File: src/rtl/if_stage_pc_ifid.sv
// Instruction fetch stage: owns the program counter feeding InstructionMemory and
// registers the fetched word plus PC+4 into the IF/ID pipeline register.
module if_stage_pc_ifid #(
    parameter logic [31:0] RESET_PC  = 32'h0000_0000,
    parameter logic [31:0] NOP_INSTR = 32'h0000_0000,
    parameter int          CNT_W     = 32
) (
    input  logic             clk,
    input  logic             rst_n,
    input  logic             stall,
    input  logic             flush,
    input  logic             branch_taken,
    input  logic [31:0]      branch_target,
    input  logic             jump,
    input  logic [31:0]      jump_target,
    input  logic [31:0]      instr_in,
    output logic [31:0]      pc_out,
    output logic [31:0]      if_id_instr,
    output logic [31:0]      if_id_pc_plus4,
    output logic             if_id_valid,
    output logic [CNT_W-1:0] fetch_count
);

    localparam logic [31:0]      ALIGN_MASK = 32'hFFFF_FFFC;
    localparam logic [CNT_W-1:0] CNT_ONE    = {{(CNT_W-1){1'b0}}, 1'b1};

    logic [31:0]      pc_reg, pc_next;
    logic [31:0]      pc_plus4;
    logic [31:0]      instr_reg, instr_next;
    logic [31:0]      pc4_reg, pc4_next;
    logic             valid_reg, valid_next;
    logic [CNT_W-1:0] count_reg, count_next;
    logic             redirect;
    logic             squash;

    assign pc_plus4 = pc_reg + 32'd4;
    assign redirect = branch_taken | jump;
    // A redirect also squashes the wrong-path word being fetched this cycle.
    assign squash   = flush | redirect;

    always_comb begin
        pc_next = pc_plus4;
        if (branch_taken) begin
            pc_next = branch_target & ALIGN_MASK;
        end else if (jump) begin
            pc_next = jump_target & ALIGN_MASK;
        end else if (stall) begin
            pc_next = pc_reg;
        end
    end

    always_comb begin
        instr_next = instr_reg;
        pc4_next   = pc4_reg;
        valid_next = valid_reg;
        count_next = count_reg;
        if (squash) begin
            instr_next = NOP_INSTR;
            valid_next = 1'b0;
        end else if (!stall) begin
            instr_next = instr_in;
            pc4_next   = pc_plus4;
            valid_next = 1'b1;
            count_next = count_reg + CNT_ONE;
        end
    end

    always_ff @(posedge clk) begin
        if (!rst_n) begin
            pc_reg    <= RESET_PC;
            instr_reg <= NOP_INSTR;
            pc4_reg   <= 32'h0000_0000;
            valid_reg <= 1'b0;
            count_reg <= '0;
        end else begin
            pc_reg    <= pc_next;
            instr_reg <= instr_next;
            pc4_reg   <= pc4_next;
            valid_reg <= valid_next;
            count_reg <= count_next;
        end
    end

    assign pc_out         = pc_reg;
    assign if_id_instr    = instr_reg;
    assign if_id_pc_plus4 = pc4_reg;
    assign if_id_valid    = valid_reg;
    assign fetch_count    = count_reg;

endmodule

File: config.mk
export PLATFORM = sky130hd
export DESIGN_NAME = if_stage_pc_ifid
export DESIGN_NICKNAME = d
export VERILOG_FILES = /design/src/rtl/if_stage_pc_ifid.sv
export SDC_FILE = /design/constraint.sdc
export NUM_CORES = 1
export LEC_CHECK = 0
export ABC_AREA = 0
export CAP_MARGIN = 25
export CORE_UTILIZATION = 37
export CTS_CLUSTER_SIZE = 30
export DETAILED_ROUTE_END_ITERATION = 6
export PLACE_DENSITY = 0.69
export SKIP_CTS_REPAIR_TIMING = 1
export SLEW_MARGIN = 5
export SYNTH_ARGS = -nofsm -noshare
export SYNTH_HDL_FRONTEND = slang
export SYNTH_SLANG_ARGS = --single-unit
File: constraint.sdc
create_clock -name clk -period 2.14 [get_ports clk]
set_input_delay 0.428 -clock clk [delete_from_list [all_inputs] [get_ports clk]]
set_output_delay 0.428 -clock clk [all_outputs]
set_load 0.02 [all_outputs]
==> run_results.csv <==
group,metric,value,unit
outcome,outcome,"finished clean",
critical_path,cell_class_contributing_the_biggest_share_of_worst_path_delay,"buffers and inverters",
power,power_per_cell_area,683,nW/µm²
critical_path,rr_endpoint,"if_id_pc_plus4[22]",
clock_tree,total_clock_buffers_created_by_cts,17,
logic_synthesis,async_set_or_reset_register_ratio_after_synthesis,0,
global_route,grt_max_degree,54,
final_layout,antenna_cells,0,
power,peakVddDrop,0.000537,V
sta,worst_clock_skew,0.00726,ns
sta,timing.slew.headroom,0.571,
floorplanning,die_footprint,17100,µm²
critical_path,critPathLaunchType,"flop",
final_layout,fin_area,9630,µm²
critical_path,cp.buffers_inverters,1,
critical_path,path_max_fanout,8,
floorplanning,num_rows,46,
logic_synthesis,synth-warning-count,0,
critical_path,worst_path_max_delay_cell,"clkdlybuf4s50_1",
clock_tree,cts.htree.levels,4,
place,dpl-instance-area,8980,µm²
logic_synthesis,yosysSeqAreaShare,0.409,
critical_path,reg2reg_depth,5,
critical_path,criticalPathCategory,"flop to output pin",
clock_tree,cts_sinks,125,
critical_path,cp_data_arrival_time,1.63,ns
global_route,total_routing_usage_reported_by_global_routing,0.240,
floorplanning,core_area,16000,µm²
critical_path,cp_data_required_time,1.71,ns
global_route,grt_pass1_wl,31300,µm
worst_hold_path,min_path_type,"flop to flop",
route,wire_length_after_detailed_routing,20600,µm
final_layout,multi_input_comb_area,3350,µm²
logic_synthesis,ys_seq_elements,125,
place,port_buffers,222,
final_layout,postLayoutCoreUtil,0.602,
power,fin_total_pwr,6.58,mW
critical_path,ff2ff_setup_slack,0.13,ns
place,hpwl,15000,µm
clock_tree,clk_pin_slew_worst_paths,0.06,ns
run,timing.max_cap.violations,0,
critical_path,cpPeakStageDelay,0.70,ns
final_layout,fin_nets,1090,
critical_path,worst_setup_path_end_kind,"output pin",
logic_synthesis,synth_edf_count,0,
global_route,grt_overflow_total,0,
route,number_of_violations_reported_at_the_end_of_detailed_routing_iteration_0,508,
route,routed-via-count,6414,
final_layout,layout_commonest_cell,"clkdlybuf4s50_1",
critical_path,critical_path.cell_chain,"clkdlybuf4s50_1",
floorplanning,top_level_ports,231,
final_layout,layout.cells.most_common_list,"clkdlybuf4s50_1 (221), dfxtp_1 (124), nor2_1 (94)",
place,gp_routability_congestion,0.871,
clock_tree,clk_latency,0.41,ns
logic_synthesis,synth_flop_type,"dfxtp_1",
sta,rsz0062_at_grt,"no",
worst_hold_path,hp-start,"if_id_valid",
worst_hold_path,worst_hold_path.endpoint,"if_id_valid",
floorplanning,starting_utilization_of_the_core_area,0.383,
clock_tree,cts-root-buf,"clkbuf_16",
power,power.static_leakage,3.59,nW
logic_synthesis,postSynthAreaPerCell,8.42,µm²
clock_tree,clk_path_buf_depth,2,
logic_synthesis,synth_cell_type_count,61,
floorplanning,die_w,131,µm
final_layout,area.sequential,2500,µm²
critical_path,r2r_start,"pc_out[8]",
floorplanning,die-height,131,µm
sta,maxSlewViolCount,0,
clock_tree,tritoncts_clock_tree,"yes",
global_route,via_count_of_the_first_global_routing_pass,5875,
worst_hold_path,holdPathStages,2,
final_layout,final_layout_size_suffix_gt1_frac,0.122,
route,vias_per_cell,5.28,
sta,finalHoldViolCount,0,
logic_synthesis,netlist_area,6120,µm²
global_route,antenna_found_initial,0,
route,average_wire_per_standard_cell,17.0,µm
sta,worstMarginPinSlew,0.642,ns
sta,fin_worst_hold_slack,0.451,ns
final_layout,num-fill-cells,1456,
final_layout,area_delta_synth_final,57.4,%
route,drt_pass1_iterations,5,
sta,final-setup-viol-count,0,
logic_synthesis,syn-instance-count,727,
sta,final.period_utilization,0.963,
route,drt_drc_violations_left,0,
route,ant_nets,0,
sta,max_freq,485,MHz
sta,final.min_clock_period,2.06,ns
[final cells by class]
cell class | instances | area share
Tap cell | 216 | 0.0281
Sequential cell | 125 | 0.260
Inverter | 16 | 0.00623
Clock inverter | 14 | 0.0226
Multi-Input combinational cell | 534 | 0.348
Clock buffer | 18 | 0.0445
Timing Repair Buffer | 292 | 0.291
[worst max-delay path by stage]
stage / depth (start not counted) / slack (ns) / start / endpoint
after global placement: 7 / -0.08 / jump / fetch_count[31]
after detailed placement: 6 / -0.11 / branch_taken / fetch_count[12]
after CTS: 5 / 0.03 / pc_out[8] / if_id_pc_plus4[22]
final: 1 / 0.08 / pc_out[22] / pc_out[22]
after floorplan: 6 / 0.09 / pc_out[2] / pc_out[18]
after global routing: 5 / 0.03 / pc_out[8] / if_id_pc_plus4[22]
[cells by family after synthesis]
group / count (synthesis) / synth area share
AND/OR/NAND/NOR: 287 / 0.244
flip-flops: 125 / 0.409
adder cells (fa/ha/maj): 2 / 0.00409
buffers and inverters: 71 / 0.0478
multiplexers: 40 / 0.0654
XOR/XNOR: 61 / 0.0873
AO/OA/AOI/OAI: 140 / 0.142
other: 1 / 0.000613
[synthesized netlist by cell type, types with 5 or more instances]
library cell | instances | area (µm²)
o221ai_1 | 5 | 43.8
xor2_1 | 33 | 289
o22ai_1 | 9 | 56.3
xnor2_1 | 28 | 245
a211oi_1 | 19 | 143
and4_1 | 5 | 43.8
nand2_1 | 53 | 199
o21ai_0 | 41 | 205
nor3_1 | 22 | 110
buf_2 | 7 | 35.0
or3_1 | 9 | 56.3
a21oi_1 | 39 | 195
inv_1 | 15 | 56.3
nand3_1 | 26 | 130
nor2_1 | 94 | 353
dfxtp_1 | 125 | 2500
a22oi_1 | 5 | 37.5
and2_1 | 7 | 43.8
mux2i_1 | 40 | 400
nand4_1 | 23 | 144
clkbuf_1 | 39 | 146
and3_1 | 11 | 68.8
[per-layer routing]
layer  vias up  wire length (µm)  global-route usage
li1       3095                 -                   -
met1      3026              9300               0.326
met2       264              9450               0.378
met3        29              1470              0.0444
met4         0               400              0.0913
met5         -                 0                   0
[worst reg2reg max path: cells and delay by family, from the launching register on]
family          cells  cell delay, ns
simple gates        3            1.09
xor+xnor            1            0.21
flops               1            0.45
compound gates      1            0.11
[per-stage QoR]
stage | setup TNS (ns) | std cells | worst slack (ns)
2_1_floorplan | 0 | 730 | 0.0853
4_1_cts | 0 | 1215 | 0.0310
6_report | 0 | 1215 | 0.0798
5_1_grt | 0 | 1215 | 0.0300
3_5_place_dp | -1.80 | 1183 | -0.110
3_3_place_gp | -0.934 | 1183 | -0.0830
[power breakdown]
group	leakage, nW	total [mW]	internal (mW)	switching [mW]
Sequential	1.02	2.47	2.40	0.0696
Combinational	2.26	0.941	0.487	0.455
Clock	0.306	3.17	2.07	1.10
Total	3.59	6.58	4.96	1.63
[registers in the layout (all words and copies together), names as in the netlist]
signal          flops
if_id_instr        32
if_id_valid         1
if_id_pc_plus4     30
pc_out             30
fetch_count        32
Power figures use the tool's default switching activity.
